--- src/rtl/mux_arb_n.sv ---
// N-channel registered multiplexer with valid/ready handshakes and an internal
// fixed-priority (MODE=0) or round-robin (MODE=1) arbiter.
module mux_arb_n #(
    parameter int W    = 32,
    parameter int N    = 2,
    parameter int MODE = 0,
    localparam int SEL_W = (N > 1) ? $clog2(N) : 1
) (
    input  logic               clk,
    input  logic               reset,
    input  logic [N-1:0]       in_valid,
    input  logic [N*W-1:0]     in_data,
    output logic [N-1:0]       in_ready,
    output logic               out_valid,
    output logic [W-1:0]       out_data,
    output logic [SEL_W-1:0]   out_sel,
    input  logic               out_ready
);

    logic               r_out_valid;
    logic [W-1:0]       r_out_data;
    logic [SEL_W-1:0]   r_out_sel;
    logic [SEL_W-1:0]   r_ptr;

    logic               w_load_en;
    logic               w_found;
    logic [N-1:0]       w_onehot;
    logic [SEL_W-1:0]   w_gnt_idx;
    logic [SEL_W-1:0]   w_ptr_nxt;
    logic [W-1:0]       w_gnt_data;

    assign w_load_en = !r_out_valid || out_ready;

    // Scan starts at r_ptr in round-robin mode, at 0 in fixed-priority mode;
    // the first requesting channel found wins.
    always_comb begin
        int j;
        j          = 0;
        w_found    = 1'b0;
        w_onehot   = '0;
        w_gnt_idx  = '0;
        w_ptr_nxt  = '0;
        w_gnt_data = '0;
        for (int k = 0; k < N; k++) begin
            if (MODE == 1) begin
                j = (int'(r_ptr) + k) % N;
            end else begin
                j = k;
            end
            if (!w_found && in_valid[j]) begin
                w_found     = 1'b1;
                w_onehot[j] = 1'b1;
                w_gnt_idx   = SEL_W'(j);
                w_ptr_nxt   = SEL_W'((j + 1) % N);
                w_gnt_data  = in_data[j*W +: W];
            end
        end
    end

    assign in_ready = (!reset && w_load_en && w_found) ? w_onehot : '0;

    always_ff @(posedge clk) begin
        if (reset) begin
            r_out_valid <= 1'b0;
            r_out_data  <= '0;
            r_out_sel   <= '0;
            r_ptr       <= '0;
        end else if (w_load_en) begin
            if (w_found) begin
                r_out_valid <= 1'b1;
                r_out_data  <= w_gnt_data;
                r_out_sel   <= w_gnt_idx;
                if (MODE == 1) begin
                    r_ptr <= w_ptr_nxt;
                end
            end else begin
                r_out_valid <= 1'b0;
            end
        end
    end

    assign out_valid = r_out_valid;
    assign out_data  = r_out_data;
    assign out_sel   = r_out_sel;

endmodule

--- config.mk ---
export PLATFORM = sky130hd
export DESIGN_NAME = mux_arb_n
export DESIGN_NICKNAME = d
export VERILOG_FILES = /design/src/rtl/mux_arb_n.sv
export SDC_FILE = /design/constraint.sdc
export NUM_CORES = 1
export LEC_CHECK = 0
export BUFFER_PORTS_ARGS = -buffer_cell sky130_fd_sc_hd__buf_2
export CAP_MARGIN = 0
export CORE_MARGIN = 4
export CORE_UTILIZATION = 25
export CTS_CLUSTER_DIAMETER = 120
export DETAILED_ROUTE_END_ITERATION = 8
export SYNTH_ARGS = -nofsm -noshare
export SYNTH_HDL_FRONTEND = slang
export SYNTH_SLANG_ARGS = --single-unit
--- constraint.sdc ---
create_clock -name clk -period 2.5 [get_ports clk]
set_clock_uncertainty 0.2 [all_clocks]
set_input_delay 0.5 -clock clk [delete_from_list [all_inputs] [get_ports clk]]
set_output_delay 0.5 -clock clk [all_outputs]
set_load 0.02 [all_outputs]
==> run summary, run 1 <==
endpoints failing hold -> 0
crit path max fanout -> 14
Net Sw Frac -> 0.281
Leak -> 0.950 nW
net load switching power -> 0.000354 W
Slew Viols, Final -> 0
endpoints failing setup -> 0
FP Rows -> 26
Hold WC Path Type -> flip-flop to flip-flop
internal power -> 0.000908 W
status -> finished, final reports clean
largest net degree at the start of global routing -> 33
ranking of synthesized cells by area -> dfxtp_1 (49%), o2bb2ai_1 (20%), a22oi_1 (17%), buf_6 (3.2%), buf_2 (2.9%)
Gate power share -> 0.197
DR pass1 iterations -> 4
TritonCTS clock tree -> yes
RR Startpoint -> out_valid$_SDFFE_PP0P_
first-pass GRT wire length -> 6620 um
dpl ws -> 0.364 ns
Final ANT Viol Nets -> 0
Max VDD drop -> 0.000312 V
Die W -> 82.6 um
post-synthesis register bit count -> 34
Post-CTS Setup Repair Bufs -> 0
CP Capture Type -> primary output
Net Count, Synth -> 196
initial core utilization -> 0.265
clk_lat worst skew -> 0.28 ns
slowest CP cell -> buf_2
Max Cap Viol -> 0
min-delay src -> out_data[20]$_SDFFE_PP0P_
Critical Path Start Type -> input port
total vias in the final route -> 1,390
initial antenna violation count -> 0
CP Cell Sequence -> buf_2 -> or2_4 -> nand3b_2 -> nor2b_1 -> buf_2
cell taking the most area after synthesis -> dfxtp_1
Residual DRC -> 0
Yosys top cell area share -> 0.490
maximum count of clock buffers along a single path -> 2
core area -> 5240 um2
Fmax -> 0.477 GHz
share of layout cells above drive strength 1 -> 0.524
synthesized area -> 1390 um2
Mapped Cells -> 127
initial DRC count -> 32
Ant. Diodes -> 0
Clock power frac -> 0.330
crit path kind -> input port to primary output
# clock sinks -> 34
most common cell after layout, fill and taps aside -> buf_2
clock root cell -> clkbuf_8
grt total ovfl -> 0
vias per cell -> 4.65
worst reg2reg path endpoint -> out_data[4]$_SDFFE_PP0P_
most frequent cells in the layout -> buf_2 (104), dfxtp_1 (34), o2bb2ai_1 (32)
CTS Hold Bufs -> 0
Hold Path End -> out_data[20]$_SDFFE_PP0P_
measured slew at the worst slew-check pin -> 0.349 ns
power per cell area -> 621 nW/um2
Placer Congestion -> 0.755
Worst EP arrival -> 1.40 ns
setup_tns -> 0 ns
worst setup margin -> 0.405 ns
Mapped Avg Cell Area -> 10.9 um2
WP buf/inv -> 2
Vert. Die Dim -> 82.6 um
number of global-route vias before repair -> 1,389
crit path time final -> 2.10 ns
CTS Buf Count -> 5
CP peak stage delay -> 0.25 ns
Yosys cell types -> 15
crit-path leading delay family -> simple AND/OR/NAND/NOR gates
# IOs -> 105
YS warnings -> 0
slew margin rel. -> 0.767
Clock Pin Slew Worst Setup and Hold Paths -> 0.07 ns
htree depth -> 2
Routed WL -> 4230 um
path depth of the worst reg2reg path -> 4
WHS Path Cells -> 1
setup slack, reg-to-reg -> 1.01 ns
Port Buffers -> 104
Avg WL per Cell -> 14.1 um
detailed placement HPWL -> 3050 um
Layout area overhead -> 46.3%
sequential fraction of design power -> 0.473
Crit path required time -> 1.80 ns
area of the die -> 6820 um2
# nets final -> 297
most used cell, CP -> buf_2
share of the yosys chip area belonging to registers -> 0.490
cts repair resizes -> 0
critical path depth -> 5
Tot GR Track Use -> 0.129
period utilization -> 0.838
RSZ-0062 raised after global routing -> no
## metrics by stage
stage	area (um2)	total power [W]	std cells	hold WS, ns	utilization
after floorplan	1390	0.000753	127	0.344	-
after global routing	2030	0.00133	299	0.252	0.388
final	2030	0.00126	299	0.258	0.388
after CTS	2030	0.00129	299	0.249	0.388
after global placement	1940	0.000859	291	0.240	0.371
after detailed placement	1940	0.000860	291	0.242	0.371
## power by group through the flow
stage,clock [W],combinational [W],sequential [W]
floorplan,0,0.0000985,0.000654
global placement,0,0.000250,0.000609
detailed placement,0,0.000253,0.000608
CTS,0.000438,0.000253,0.000597
global route,0.000454,0.000276,0.000601
finish,0.000417,0.000249,0.000597
## synth_stat cells (all sizes together)
master	instances
dfxtp	34
o2bb2ai	32
a22oi	31
buf	12
a21oi	4
clkbuf	3
a211oi	2
inv	2
nor2	2
nor2b	2
nand2b	1
nand3b	1
or2	1
## sequential cells by signal (all words and copies together), names as in the netlist
name / flops
out_data: 32
out_sel: 1
out_valid: 1
## logic make-up (layout without fill, tap and decap cells)
group | count (synthesis) | after routing | share of synthesized area
compound gates | 69 | 69 | 0.402
buf+inv | 17 | 119 | 0.0747
flops | 34 | 34 | 0.490
simple gates | 7 | 7 | 0.0333
## per-layer routing
metal / global-route usage / share of wire / wire, um / up-vias
met1: 0.157 / 0.44 / 1850 / 599
met4: 0.0441 / 0.014 / 60 / 0
li1: - / - / - / 704
met3: 0.0564 / 0.13 / 555 / 5
met2: 0.203 / 0.42 / 1770 / 82
met5: 0 / 0 / 0 / -
## how the worst max path moves through the flow
| stage | to | startpoint |
|---|---|---|
| floorplan | in_ready[1] | in_valid[0] |
| global placement | in_ready[1] | in_valid[0] |
| detailed placement | in_ready[1] | in_valid[0] |
| CTS | in_ready[1] | in_valid[0] |
| global route | in_ready[1] | in_valid[0] |
| finish | in_ready[1] | in_valid[0] |
## area by class of cell
type,instances,area (um2)
sequential,34,681
timing repair buffer,109,558
fill,546,3200
multi-input combinational,76,608
clock inverter,1,5.00
clock buffer,7,86.3
inverter,2,7.51
tap,70,87.6
Note: power is estimated with default switching activity, not from simulation.
==> run 2, diff against run 1 <==
ABC_AREA = 1   (was unset)
clock period = 2 ns   (was 2.5 ns; I/O delays follow)
==> run 2 against run 1 <==
Clock power rose by 24%. Sequential power up 25%. Worst hold slack worse by 0.065 ns. Register-to-register slack worse by 0.42 ns. Via count rose by 33%. Final cell count grew 47%. Non-clock buffer count is 1 higher. First-iteration DRC count is 59% higher. Sequential cell count stayed put. Final area grew 13%.
==> run summary, run 2 <==
Critical Path Start Type -> input port
Placer Congestion -> 0.773 (+2.4%)
Mapped Avg Cell Area -> 6.33 um2 (-42%)
most frequent cells in the layout -> nand2_1 (162), buf_2 (104), dfxtp_1 (34)
clk_lat worst skew -> 0.28 ns (about the same)
Tot GR Track Use -> 0.120 (-0.00903)
YS warnings -> 0 (unchanged)
setup_tns -> 0 ns (unchanged)
Yosys cell types -> 16 (+1)
maximum count of clock buffers along a single path -> 2 (unchanged)
clock root cell -> clkbuf_8
FP Rows -> 29 (+12%)
Slew Viols, Final -> 0 (unchanged)
endpoints failing setup -> 0 (unchanged)
ranking of synthesized cells by area -> dfxtp_1 (41%), nand2_1 (37%), nand3_1 (10%), buf_4 (2.7%), buf_2 (1.5%)
Worst EP arrival -> 1.21 ns (-0.19 ns)
Final ANT Viol Nets -> 0 (unchanged)
number of flip-flops in the largest register -> 32 (unchanged)
placed insts -> 432 (+48%)
share of layout cells above drive strength 1 -> 0.336 (-0.188)
Port Buffers -> 104 (unchanged)
Yosys top cell area share -> 0.412 (-0.0775)
Net Count, Synth -> 330 (+68%)
Ant. Diodes -> 0 (unchanged)
initial antenna violation count -> 0 (unchanged)
period utilization -> 0.904
grt total ovfl -> 0 (unchanged)
Max VDD drop -> 0.000248 V (-21%)
CTS Buf Count -> 5 (unchanged)
area of the die -> 7970 um2 (+17%)
CTS Hold Bufs -> 0 (unchanged)
TritonCTS clock tree -> yes
detailed placement HPWL -> 3620 um (+19%)
vias per cell -> 4.21 (-9.5%)
final std cells w/o fill -> 440 (+47%)
Vert. Die Dim -> 89.3 um (+8.1%)
Avg WL per Cell -> 10.8 um (-23%)
top cells by count, synth -> nand2_1 (162), dfxtp_1 (34), nand3_1 (33), buf_4 (6), inv_1 (6)
ys async rst share -> 0 (unchanged)
# IOs -> 105 (unchanged)
crit path max fanout -> 8 (-6)
Fmax -> 0.553 GHz
top-count cell post-synth -> nand2_1
measured slew at the worst slew-check pin -> 0.320 ns (-0.0298 ns)
share of the yosys chip area belonging to registers -> 0.412 (-0.0775)
CP Capture Type -> primary output
number of global-route vias before repair -> 1,692 (+22%)
Residual DRC -> 0 (unchanged)
power per cell area -> 703 nW/um2 (+13%)
Layout area overhead -> 39.3%
Leak -> 1.42 nW (+49%)
Max Cap Viol -> 0 (unchanged)
initial DRC count -> 51 (+59%)
largest net degree at the start of global routing -> 32 (-3.0%)
Routed WL -> 4760 um (+13%)
DR pass1 iterations -> 4 (unchanged)
core area -> 6390 um2 (+22%)
Mapped Cells -> 261 (+110%)
synthesized area -> 1650 um2 (+19%)
# nets final -> 431 (+45%)
Post-synth EDFFs -> 0 (unchanged)
Die W -> 89.3 um (+8.1%)
status -> finished, final reports clean
Post-CTS Setup Repair Bufs -> 0 (unchanged)
endpoints failing hold -> 0 (unchanged)
most common cell after layout, fill and taps aside -> nand2_1
crit path time final -> 1.81 ns
first-pass GRT wire length -> 7450 um (+13%)
slew margin rel. -> 0.787 (+0.0199)
most used flip-flop cell after synthesis -> dfxtp_1
fin util -> 0.360 (-0.0279)
Hold WC Path Type -> input port to flip-flop
# clock sinks -> 34 (unchanged)
crit path kind -> input port to primary output
initial core utilization -> 0.259 (-0.00679)
cell taking the most area after synthesis -> dfxtp_1
htree depth -> 2 (unchanged)
post-synthesis register bit count -> 34 (unchanged)
total vias in the final route -> 1,851 (+33%)
cts repair resizes -> 0 (unchanged)
Clock Pin Slew Worst Setup and Hold Paths -> 0.07 ns (about the same)
Crit path required time -> 1.40 ns (-0.40 ns)
RSZ-0062 raised after global routing -> no
==> run 2: cell count changes after synthesis, moves of 2 or more <==
cell	change
nand3_1	+33
buf_2	-3
o2bb2ai_1	-32
buf_6	-2
inv_1	+4
buf_4	+6
nor2b_1	-2
a21oi_1	-2
a211oi_1	-2
a22oi_1	-31
nand2_1	+162
==> run 2: per-stage QoR <==
stage	hold WS [ns]	worst slack [ns]	area [um2]	power, W
final	0.192	0.191	2300	0.00162
after floorplan	0.269	0.0227	1650	0.000979
after detailed placement	0.261	0.177	2210	0.00112
after CTS	0.183	0.171	2300	0.00166
after global routing	0.197	0.0931	2300	0.00172
after global placement	0.256	0.219	2210	0.00112
==> run 2: path summary, 6_finish.rpt <==
path	start	to	slack, ns	depth (start not counted)
setup / recovery	in_valid[0]	in_ready[1]	0.19	8
hold reg to reg	out_data[20]$_SDFFE_PP0P_	out_data[20]$_SDFFE_PP0P_	0.27	2
hold / removal	in_data[42]	out_data[10]$_SDFFE_PP0P_	0.19	5
setup reg to reg	out_valid$_SDFFE_PP0P_	out_data[18]$_SDFFE_PP0P_	0.59	6
==> run 2: cell type report <==
| cell class | instances | area, um2 |
|---|---|---|
| Fill cell | 719 | 4090 |
| Multi-Input combinational cell | 204 | 838 |
| Sequential cell | 34 | 681 |
| Timing Repair Buffer | 110 | 566 |
| Tap cell | 77 | 96.3 |
| Clock buffer | 7 | 86.3 |
| Inverter | 7 | 28.8 |
| Clock inverter | 1 | 5.00 |
==> run 2: worst max-delay path, stage by stage <==
cell and delay, ns:
buf_2 0.21, inv_4 0.05, nand2_2 0.09, nand2_4 0.09, nor2_8 0.09, nand2_1 0.07, inv_1 0.05, buf_2 0.15
==> run 2: power breakdown <==
part | leakage (nW) | internal [W] | switching [W]
Clock | 0.0482 | 0.000278 | 0.000241
Sequential | 0.280 | 0.000725 | 0.0000226
Combinational | 1.09 | 0.000134 | 0.000217
Total | 1.42 | 0.00114 | 0.000481
==> run 2: routing by layer <==
metal / wire length, um / track usage / up-vias
met3: 484 / 0.0415 / 4
met2: 2210 / 0.206 / 68
met4: 56 / 0.0501 / 0
li1: - / - / 999
met5: 0 / 0 / -
met1: 2010 / 0.135 / 780
==> run 2: cells by family after synthesis <==
group                  synth area share
and+or+nand+nor                   0.505
DFF                               0.412
buffers and inverters            0.0803
AOI/OAI and AO/OA               0.00303
==> run 3, diff against run 2 <==
ABC_AREA = unset   (was 1)
==> run 3 against run 2 <==
Final area down 9.8%. Non-clock buffer count up 3. Sequential power about the same. Total power down 2.2%.
==> run summary, run 3 (synthesis results as in run 1) <==
CP peak stage delay -> 0.31 ns (+0.10 ns)
# clock sinks -> 34 (unchanged)
sequential fraction of design power -> 0.472 (+0.010)
most frequent cells in the layout -> buf_2 (104), dfxtp_1 (34), o2bb2ai_1 (32)
period utilization -> 0.897 (-0.00772)
htree depth -> 2 (unchanged)
Leak -> 0.973 nW (-31%)
detailed placement HPWL -> 3150 um (-13%)
Hold WC Path Type -> input port to flip-flop
RSZ-0062 raised after global routing -> no
Worst EP arrival -> 1.19 ns (-0.02 ns)
internal power -> 0.00114 W (+0.66%)
grt met2 use -> 0.201 (-0.00450)
grt total ovfl -> 0 (unchanged)
Hold Path End -> out_valid$_SDFFE_PP0P_
core area -> 5240 um2 (-18%)
CTS Hold Bufs -> 0 (unchanged)
first-pass GRT wire length -> 6560 um (-12%)
Clock power frac -> 0.325 (+0.004)
number of global-route vias before repair -> 1,418 (-16%)
most common cell after layout, fill and taps aside -> buf_2
WP buf/inv -> 1 (-3)
status -> finished, final reports clean
Critical Path Start Type -> flip-flop
Max Cap Viol -> 0 (unchanged)
setup slack, reg-to-reg -> 0.66 ns (+0.07 ns)
Fmax -> 0.558 GHz (+0.86%)
Ant. Diodes -> 0 (unchanged)
CP Cell Sequence -> nand2b_1 -> nand3b_2 -> nor2b_1 -> buf_2
Slew Viols, Final -> 0 (unchanged)
endpoints failing setup -> 0 (unchanged)
Layout area overhead -> 49.3%
M3 GR Usage -> 0.0488 (+0.00733)
Tot GR Track Use -> 0.126 (+0.00665)
measured slew at the worst slew-check pin -> 0.265 ns (-0.0549 ns)
Placer Congestion -> 0.796 (+3.0%)
Post-CTS Setup Repair Bufs -> 0 (unchanged)
worst reg2reg path endpoint -> out_data[23]$_SDFFE_PP0P_
Design Power -> 0.00158 W (-2.2%)
Gate power share -> 0.204 (-0.013)
initial DRC count -> 45 (-12%)
initial antenna violation count -> 0 (unchanged)
slew margin rel. -> 0.824 (+0.0366)
initial core utilization -> 0.265 (+0.00679)
min-delay src -> reset
power per cell area -> 762 nW/um2 (+8.4%)
crit path max fanout -> 4 (-4)
Residual DRC -> 0 (unchanged)
# nets final -> 301 (-30%)
gr busiest metal -> met2
cts repair resizes -> 0 (unchanged)
Net Sw Frac -> 0.277 (-0.0205)
endpoints failing hold -> 0 (unchanged)
RR Startpoint -> out_valid$_SDFFE_PP0P_
clock root cell -> clkbuf_8
placed insts -> 295 (-32%)
DR pass1 iterations -> 5 (+1)
Crit path required time -> 1.40 ns (about the same)
met1 usage -> 0.156 (+0.0207)
Routed WL -> 4190 um (-12%)
Die W -> 82.6 um (-7.5%)
vias per cell -> 4.76 (+13%)
maximum count of clock buffers along a single path -> 2 (unchanged)
net load switching power -> 0.000438 W (-8.9%)
CTS Buf Count -> 5 (unchanged)
CP Capture Type -> primary output
largest net degree at the start of global routing -> 25 (-22%)
crit-path leading delay family -> simple AND/OR/NAND/NOR gates
Port Buffers -> 104 (unchanged)
TritonCTS clock tree -> yes
final std cells w/o fill -> 303 (-31%)
total vias in the final route -> 1,441 (-22%)
setup_tns -> 0 ns (unchanged)
Layout fillers -> 541 (-25%)
path depth of the worst reg2reg path -> 5 (-1)
Final ANT Viol Nets -> 0 (unchanged)
slowest CP cell -> dfxtp_1
crit path kind -> flip-flop to primary output
crit path time final -> 1.79 ns (-0.0154 ns)
area of the die -> 6820 um2 (-14%)
# IOs -> 105 (unchanged)
Clock Pin Slew Worst Setup and Hold Paths -> 0.07 ns (about the same)
WHS Path Cells -> 2 (-3)
Avg WL per Cell -> 13.8 um (+28%)
Vert. Die Dim -> 82.6 um (-7.5%)
number of flip-flops in the largest register -> 32 (unchanged)
clk_lat worst skew -> 0.27 ns (about the same)
share of layout cells above drive strength 1 -> 0.532 (+0.196)
FP Rows -> 26 (-10%)
Max VDD drop -> 0.000263 V (+6.2%)
==> run 3: cell types whose count changed in the layout (fill, tap and decap cells not counted), moves of 2 or more <==
cell and delta:
nand2_1 -162, nand3_1 -33, o2bb2ai_1 +32, a22oi_1 +31
inv_1 -4, a211oi_1 +2, a21oi_1 +2, buf_4 +2
==> run 3: power by group through the flow <==
stage | clock network (W) | logic (W) | registers (W)
global route | 0.000577 | 0.000352 | 0.000752
global placement | 0 | 0.000324 | 0.000761
finish | 0.000513 | 0.000322 | 0.000746
detailed placement | 0 | 0.000327 | 0.000759
CTS | 0.000539 | 0.000328 | 0.000746
floorplan | 0 | 0.000123 | 0.000818
==> run 3: worst register-to-register path, delay by kind of cell, from the launching register on <==
| family | cells | cell delay [ns] |
|---|---|---|
| flops | 1 | 0.33 |
| buf+inv | 2 | 0.35 |
| compound gates | 2 | 0.32 |
| simple gates | 1 | 0.08 |
==> run 3: worst max-delay path by stage <==
| stage | startpoint | endpoint | slack (ns) | cells after the start |
|---|---|---|---|---|
| floorplan | in_valid[0] | in_ready[1] | 0.13 | 5 |
| global placement | in_valid[0] | in_ready[1] | 0.23 | 5 |
| detailed placement | in_valid[0] | in_ready[1] | 0.21 | 5 |
| CTS | out_valid$_SDFFE_PP0P_ | in_ready[1] | 0.16 | 4 |
| global route | out_valid$_SDFFE_PP0P_ | in_ready[1] | 0.12 | 4 |
| finish | out_valid$_SDFFE_PP0P_ | in_ready[1] | 0.21 | 4 |
==> run 3: final cells by class <==
| type | count | area, um2 | area share |
|---|---|---|---|
| Sequential cell | 34 | 681 | 0.328 |
| Inverter | 2 | 7.51 | 0.00362 |
| Clock inverter | 1 | 5.00 | 0.00241 |
| Clock buffer | 7 | 86.3 | 0.0416 |
| Timing Repair Buffer | 113 | 601 | 0.289 |
| Multi-Input combinational cell | 76 | 608 | 0.293 |
| Tap cell | 70 | 87.6 | 0.0422 |
==> run 3: through the flow <==
stage | hold WS (ns) | area, um2 | util | setup WS, ns
3_5_place_dp | 0.241 | 1980 | 0.379 | 0.206
6_report | 0.175 | 2080 | 0.396 | 0.206
4_1_cts | 0.150 | 2080 | 0.396 | 0.162
3_3_place_gp | 0.238 | 1980 | 0.379 | 0.234
2_1_floorplan | 0.269 | 1390 | - | 0.131
5_1_grt | 0.150 | 2080 | 0.396 | 0.120
==> run 3: per-layer routing <==
metal	wire length (um)	share of wire
met3	488	0.12
met4	32	0.0076
met1	1830	0.44
met5	0	0
met2	1840	0.44
